**src/rtl/ps2_rx_fifo.sv**
```systemverilog
// PS/2 device-to-host receiver with a small scancode FIFO.
// Synchronises the PS/2 clock and data pads, deserialises 11-bit frames
// (start, 8 data LSB-first, odd parity, stop) and buffers {perr, byte} entries.
// Firmware polls data_out and pops with sel & rd; sel & we clears the sticky flags.
//
// Ports:
//   clk       system clock, all state on the rising edge
//   rst       asynchronous active-low reset
//   PS2_CLK   PS/2 clock pad (asynchronous)
//   PS2_DATA  PS/2 data pad (asynchronous)
//   sel       peripheral select; qualifies rd and we
//   we        clear sticky overflow / frame_err flags
//   rd        pop the FIFO head
//   data_out  {0, frame_err, overflow, perr, valid, byte}, registered
module ps2_rx_fifo #(
  parameter int unsigned DATA_W      = 32,
  parameter int unsigned FIFO_AW     = 2,
  parameter int unsigned TIMEOUT_CYC = 20000
) (
  input  logic              clk,
  input  logic              rst,
  input  logic              PS2_CLK,
  input  logic              PS2_DATA,
  input  logic              sel,
  input  logic              we,
  input  logic              rd,
  output logic [DATA_W-1:0] data_out
);

  localparam int unsigned Depth = 2 ** FIFO_AW;
  localparam int unsigned PtrW  = FIFO_AW + 1;
  localparam int unsigned TmoW  = $clog2(TIMEOUT_CYC);
  localparam logic [TmoW-1:0] TmoMax = TmoW'(TIMEOUT_CYC - 1);

  typedef enum logic [1:0] {StIdle, StData, StParity, StStop} state_e;

  // Pad synchronisers
  logic [1:0] clk_sync_q, data_sync_q;
  logic       clk_prev_q;
  logic       ps2_clk_s, data_sync, fall;

  // Frame FSM
  state_e          state_q, state_d;
  logic [2:0]      bit_cnt_q, bit_cnt_d;
  logic [7:0]      shift_q, shift_d;
  logic            perr_q, perr_d;
  logic [TmoW-1:0] tmo_q, tmo_d;
  logic            push_q, push_d;
  logic [8:0]      push_data_q, push_data_d;
  logic            frame_err_set;

  // FIFO and status
  logic [8:0]      mem [Depth];
  logic [PtrW-1:0] wptr_q, wptr_d, rptr_q, rptr_d;
  logic            empty, full, pop, wr_en, ovf_set, flag_clr;
  logic            ovf_q, ovf_d, frame_err_q, frame_err_d;
  logic [8:0]      head;
  logic [DATA_W-1:0] data_out_d;

  assign ps2_clk_s = clk_sync_q[1];
  assign data_sync = data_sync_q[1];
  assign fall      = clk_prev_q & ~ps2_clk_s;

  always_ff @(posedge clk or negedge rst) begin
    if (!rst) begin
      clk_sync_q  <= '0;
      data_sync_q <= '0;
      clk_prev_q  <= 1'b0;
    end else begin
      clk_sync_q  <= {clk_sync_q[0], PS2_CLK};
      data_sync_q <= {data_sync_q[0], PS2_DATA};
      clk_prev_q  <= ps2_clk_s;
    end
  end

  always_comb begin
    state_d       = state_q;
    bit_cnt_d     = bit_cnt_q;
    shift_d       = shift_q;
    perr_d        = perr_q;
    push_d        = 1'b0;
    push_data_d   = push_data_q;
    frame_err_set = 1'b0;
    tmo_d         = (fall || state_q == StIdle) ? '0 : tmo_q + 1'b1;

    unique case (state_q)
      StIdle: begin
        // A high data line at a clock fall is a glitch, not a start bit
        if (fall && !data_sync) begin
          state_d   = StData;
          bit_cnt_d = '0;
        end
      end
      StData: begin
        if (fall) begin
          shift_d   = {data_sync, shift_q[7:1]};
          bit_cnt_d = bit_cnt_q + 1'b1;
          if (bit_cnt_q == 3'd7) state_d = StParity;
        end
      end
      StParity: begin
        if (fall) begin
          perr_d  = ~(^{shift_q, data_sync});
          state_d = StStop;
        end
      end
      StStop: begin
        if (fall) begin
          if (data_sync) begin
            push_d      = 1'b1;
            push_data_d = {perr_q, shift_q};
          end else begin
            frame_err_set = 1'b1;
          end
          state_d = StIdle;
        end
      end
      default: state_d = StIdle;
    endcase

    // Stalled frame: abandon the partial byte
    if (state_q != StIdle && !fall && tmo_q == TmoMax) begin
      state_d       = StIdle;
      shift_d       = '0;
      frame_err_set = 1'b1;
    end
  end

  always_ff @(posedge clk or negedge rst) begin
    if (!rst) begin
      state_q     <= StIdle;
      bit_cnt_q   <= '0;
      shift_q     <= '0;
      perr_q      <= 1'b0;
      tmo_q       <= '0;
      push_q      <= 1'b0;
      push_data_q <= '0;
    end else begin
      state_q     <= state_d;
      bit_cnt_q   <= bit_cnt_d;
      shift_q     <= shift_d;
      perr_q      <= perr_d;
      tmo_q       <= tmo_d;
      push_q      <= push_d;
      push_data_q <= push_data_d;
    end
  end

  always_comb begin
    empty    = (wptr_q == rptr_q);
    full     = (wptr_q[FIFO_AW] != rptr_q[FIFO_AW]) &&
               (wptr_q[FIFO_AW-1:0] == rptr_q[FIFO_AW-1:0]);
    pop      = sel & rd & ~empty;
    // A pop in the same cycle frees the slot the push needs
    wr_en    = push_q & (~full | pop);
    ovf_set  = push_q & full & ~pop;
    flag_clr = sel & we;
    wptr_d   = wptr_q + PtrW'(wr_en);
    rptr_d   = rptr_q + PtrW'(pop);
    // Set beats a simultaneous clear
    ovf_d       = ovf_set | (ovf_q & ~flag_clr);
    frame_err_d = frame_err_set | (frame_err_q & ~flag_clr);
    head        = mem[rptr_q[FIFO_AW-1:0]];

    data_out_d     = '0;
    data_out_d[11] = frame_err_q;
    data_out_d[10] = ovf_q;
    if (!empty) begin
      data_out_d[9]   = head[8];
      data_out_d[8]   = 1'b1;
      data_out_d[7:0] = head[7:0];
    end
  end

  always_ff @(posedge clk) begin
    if (wr_en) mem[wptr_q[FIFO_AW-1:0]] <= push_data_q;
  end

  always_ff @(posedge clk or negedge rst) begin
    if (!rst) begin
      wptr_q      <= '0;
      rptr_q      <= '0;
      ovf_q       <= 1'b0;
      frame_err_q <= 1'b0;
      data_out    <= '0;
    end else begin
      wptr_q      <= wptr_d;
      rptr_q      <= rptr_d;
      ovf_q       <= ovf_d;
      frame_err_q <= frame_err_d;
      data_out    <= data_out_d;
    end
  end

endmodule

```
**config.mk**
```make
export PLATFORM = sky130hd
export DESIGN_NAME = ps2_rx_fifo
export DESIGN_NICKNAME = d
export VERILOG_FILES = /design/src/rtl/ps2_rx_fifo.sv
export SDC_FILE = /design/constraint.sdc
export NUM_CORES = 1
export LEC_CHECK = 0
export CAP_MARGIN = 20
export CORE_ASPECT_RATIO = 0.6
export CORE_MARGIN = 10
export CORE_UTILIZATION = 50
export CTS_CLUSTER_DIAMETER = 120
export CTS_CLUSTER_SIZE = 8
export DETAILED_ROUTE_END_ITERATION = 8
export GPL_ROUTABILITY_DRIVEN = 0
export GPL_TIMING_DRIVEN = 0
export PLACE_DENSITY = 0.68
export SYNTH_ARGS = -nofsm -noshare
export SYNTH_HDL_FRONTEND = slang
export SYNTH_SLANG_ARGS = --single-unit
```
**constraint.sdc**
```tcl
create_clock -name clk -period 5.5 [get_ports clk]
set_input_delay 1.1 -clock clk [delete_from_list [all_inputs] [get_ports clk]]
set_output_delay 1.1 -clock clk [all_outputs]
set_load 0.03 [all_outputs]
```
After elaboration in Yosys (flattened, before gate mapping):

Memories as Yosys holds them, arrays and structs flattened.
Cells that the tools add are included.

* input bits: 7
* register bits after elaboration: 64
* bits in writable memories: 36
* output and inout bits: 32
* memories kept: 1
* word-level logic and storage cells: 95

* bitwise logic cells: 18
* equal/unequal tests: 15
* reductions and logical operators: 18
* multiplexer cells: 24
* add/sub/neg operators: 4

Memory list
* mem: words 4, bits a word 9, read ports 1, clocked after Yosys merged registers in 0, wr ports 1, line 53 `logic [8:0] mem [Depth];`

Operators by type and width (count)
* $mux 8: 3
* $add 15x1->15 const B: 1
* $eq 15x15->1 const B: 1
* $mux 15: 1
* $mux 2: 6
* $ne 3x3->1 const B: 4
* $mux 10: 1
* $and 1x1->1: 9
* $mux 1: 9
* $reduce_xor 9->1: 1
* $pmux 2 s4: 1
* $reduce_bool 2->1: 4
* $add 3x1->3: 2
* $mux 3: 2
* $not 1->1: 6
* $pmux 3 s2: 1
* $reduce_and 3->1: 2
* $reduce_and 5->1: 1
* $eq 2x2->1 const B: 2
* $logic_and 1x1->1: 4
* $reduce_and 2->1: 2
* $add 3x1->3 const B: 1
* $eq 3x3->1: 1
* $eq 3x3->1 const B: 1
* 10 further kinds: 13

Depth between registers and ports, before layout:

* depth in word-level cells: 7
* depth in mapped cells: 9
* gate-level depth less buffers: 7

Worst setup path after synthesis:

No wires, ideal clock.

* path type: input -> register
* start: input sel
* end: memory mem[0][0] (enable)
* path buffers: 0
* library setup time: 0.389 ns
* stages on the path: 4
* data required time: 5.111 ns
* data arrival time: 2.221 ns
* slack: 2.890 ns
* path through: nand2_1 > nand4_1 > and2_0 > nor3b_1

* cells in the longest elaborated chain, start to end: 6

Ends and longest elaborated chain
* from (decl): line 24 `input logic sel,`
* $and 1x1->1 (2 in a row): line 153 `pop = sel & rd & ~empty;`
* $or 1x1->1: line 155 `wr_en = push_q & (~full | pop);`
* $and 1x1->1: line 155
* $mux 1: line 176 `if (wr_en) mem[wptr_q[FIFO_AW-1:0]] <= push_data_q;`
* $mux 1 (not written as such): line 176
* to (decl): line 53

Every way passes these cells.

Worst setup path in the final report:

* start: input sel
* end: memory mem[2][3] (enable)

The elaborated chain is that of the path after synthesis.

==> key figures <==
Layout
  • Register area: 2680 sq um
  • Ant. Diodes: 0
  • Most frequent cells in the layout: dfrtp_1 (64), edfxtp_1 (36), nand2_1 (27)
  • Layout cells sized above 1: 0.173
  • Layout area overhead: 15.9%
  • Footprint of the multi-input gates: approximately 1400 sq um
  • FILL cells: 620
  • Commonest non-fill, non-tap cell in the layout: dfrtp_1
  • Layout Nets: between 300 and 400

Yosys
  • Top post-synthesis cells by area: dfrtp_1 (38%), edfxtp_1 (26%), mux4_2 (4.8%), buf_4 (3.7%), ha_1 (3.6%)
  • Number of synthesized flops with an enable pin: 36
  • Seq cells post-synth: 100
  • Unique masters post-synth: 40
  • Asr flop ratio synth: 0.640
  • Synth warn: 0
  • Ys flop type: dfrtp_1
  • Synth Instances: 311
  • Mapped Avg Cell Area: 13.6 sq um
  • Post-synthesis cell area: 4220 sq um
  • Area leader, netlist: dfrtp_1
  • Seq/Total Area, Yosys: 0.636
  • Post-synth top area share: 0.379

Floorplan
  • Initial Utilization: 0.525
  • Die ar.: 12600 sq um
  • Die W: approximately 140 microns
  • DIE HEIGHT: 91.2 microns
  • CORE AREA: 8040 sq um
  • # rows: 25
  • I/O pin cnt: 39

Critical path
  • CP Cell Sequence: clkdlybuf4s50_1 -> nand2_1 -> nand4_1 -> and2_0 -> nand2_1 -> nor2_1
  • CP arrival: about 2800 ps
  • Setup crit end kind: register
  • Slowest cell on the critical path: nor2_1
  • CP most frequent cell: nand2_1
  • Setup CP Type: in -> reg
  • Critical Path RT: ~5500 ps
  • Critical path peak fanout: 9
  • Critical path's largest stage delay: just over 700 ps
  • Crit start category: primary input

Global route
  • Vias in the first global route: 2362
  • Initial antenna violation count: 0
  • GRT Total Usage: 0.122
  • Largest net degree at the start of global routing: 65
  • GR Overflow Total: 0
  • First-pass GRT wire length: 12.3 mm

Routing
  • Via count: 2332
  • Final Routed Wirelength: approximately 7.3 mm
  • 1st-iter DRT viols: roughly 170
  • Antenna-violating nets left: 0
  • Avg Vias per Cell: 4.94
  • Routed wire per std cell: 15.5 microns
  • DR pass1 iterations: 4
  • Drc violations: 0

Placed design
  • Setup Slack @ Placement: roughly 2300 ps
  • DPL Wire Length: 4.98 mm
  • I/O Buffers: 18

Clocking
  • Post-CTS setup buffers: 0
  • CTS Buf Count: 9
  • CTS sink count: 100
  • Hold_buf cts: 0
  • Clock buffer depth: 2
  • Clock Latency Late Sink: 340 ps
  • Clk slew on worst S/H paths: 60 ps
  • CTS tree: done
  • H-tree levels: 3
  • Clk root buf: clkbuf_16
  • Cts repair resizes: 0

Job
  • Max-Cap Viols: 0

Hold path
  • Hold Crit Class: reg -> reg

STA
  • Min cycle time layout: around 2900 ps
  • Fmax: roughly 0.35 GHz
  • Worst slew pin tran: ~940 ps
  • Fin. max-slew vios: 0
  • Final worst path period share: 0.522
  • Setup TNS: 0 ps
  • Final Worst Setup Slack: between 2000 and 3000 ps
  • Max_slew headroom: 0.371
  • RSZ-0062 raised after global routing: no
  • Final hold violation count: 0
  • Clk_skew: 5.63 ps
  • Setup violators final: 0

Pwr
  • Peak VDD IR: 0.257 mV
  • Lkg Pwr: 2.14 nW
  • Power Density: 461 nW/um^2

Run status
  • Status: completed
-- flip-flops by register name, indices dropped and copies added, names as in the netlist, 3 cells and up --
signal	count
bit_cnt_q	3
data_out	12
mem	36
push_data_q	9
rptr_q	3
shift_q	8
tmo_q	15
wptr_q	3
-- cell type report --
| cell class | instances | area share |
|---|---|---|
| tap | 108 | 0.0276 |
| clock buffer | 13 | 0.0535 |
| buffer | 29 | 0.0422 |
| sequential | 100 | 0.548 |
| multi-input combinational | 194 | 0.282 |
| timing repair buffer | 18 | 0.0363 |
| inverter | 7 | 0.00537 |
| clock inverter | 3 | 0.00409 |
-- synthesized netlist by cell type (3+ instances only) --
master	number
dfrtp_1	64
edfxtp_1	36
nand2_1	27
nor2_1	22
buf_4	21
nand3_1	15
xor2_1	14
ha_1	12
a21oi_1	11
xnor2_1	11
nor2b_1	10
mux4_2	9
mux2_2	8
inv_1	7
o21ai_0	7
buf_2	3
clkbuf_1	3
nand4_1	3
nor3_1	3
-- per-layer routing --
metal	GRT usage	vias to the layer above	wire length, microns
li1	-	1141	-
met1	0.165	1129	3620
met2	0.171	53	3140
met3	0.0473	9	491
met4	0.0463	0	87
met5	0	-	0
-- critical path, delay by kind of cell --
family / cells / cell delay, ps
AND/OR/NAND/NOR: 5 / 1250
buffers and inverters: 1 / 490
-- report_power, final --
group | internal, W | switching, W | total [W]
registers | 0.000911 | 0.0000987 | 0.00101
clock network | 0.000334 | 0.000254 | 0.000588
logic | 0.000297 | 0.000362 | 0.000660
total | 0.00154 | 0.000715 | 0.00226
-- through the flow --
| step | cells | power (W) | util | hold slack (ps) | area [sq um] |
|---|---|---|---|---|---|
| 6_report | 472 | 0.00226 | 0.608 | 347 | 4890 |
| 5_1_grt | 472 | 0.00239 | 0.608 | 353 | 4890 |
| 4_1_cts | 472 | 0.00228 | 0.608 | 350 | 4890 |
| 3_5_place_dp | 456 | 0.00169 | 0.573 | 336 | 4610 |
| 3_3_place_gp | 456 | 0.00167 | 0.573 | 332 | 4610 |
| 2_1_floorplan | 330 | 0.00148 | - | 331 | 4290 |
-- cells by family after synthesis --
| logic type | after synthesis | synth area share |
|---|---|---|
| flops | 100 | 0.636 |
| simple gates | 94 | 0.115 |
| buf+inv | 36 | 0.0551 |
| compound gates | 26 | 0.0362 |
| xor+xnor | 25 | 0.0519 |
| mux | 17 | 0.0694 |
| fa+ha+maj | 12 | 0.0356 |
| other cells | 1 | 0.000889 |
-- worst paths after layout --
check | slack (ps) | from | cells after the start | endpoint
worst max register to register | 3200 | rptr_q[1]$_DFF_PN0_ | 6 | mem[2][3]$_DFFE_PP_
worst max-delay path | 2630 | sel | 6 | mem[2][3]$_DFFE_PP_
worst min register to register | 350 | clk_sync_q[0]$_DFF_PN0_ | 0 | clk_sync_q[1]$_DFF_PN0_
min in group asynchronous | 840 | rst | 1 | rptr_q[2]$_DFF_PN0_
worst min-delay path | 350 | clk_sync_q[0]$_DFF_PN0_ | 0 | clk_sync_q[1]$_DFF_PN0_
max in group asynchronous | 4120 | rst | 1 | shift_q[7]$_DFFE_PN0P_
(Power assumes the default switching activity.)
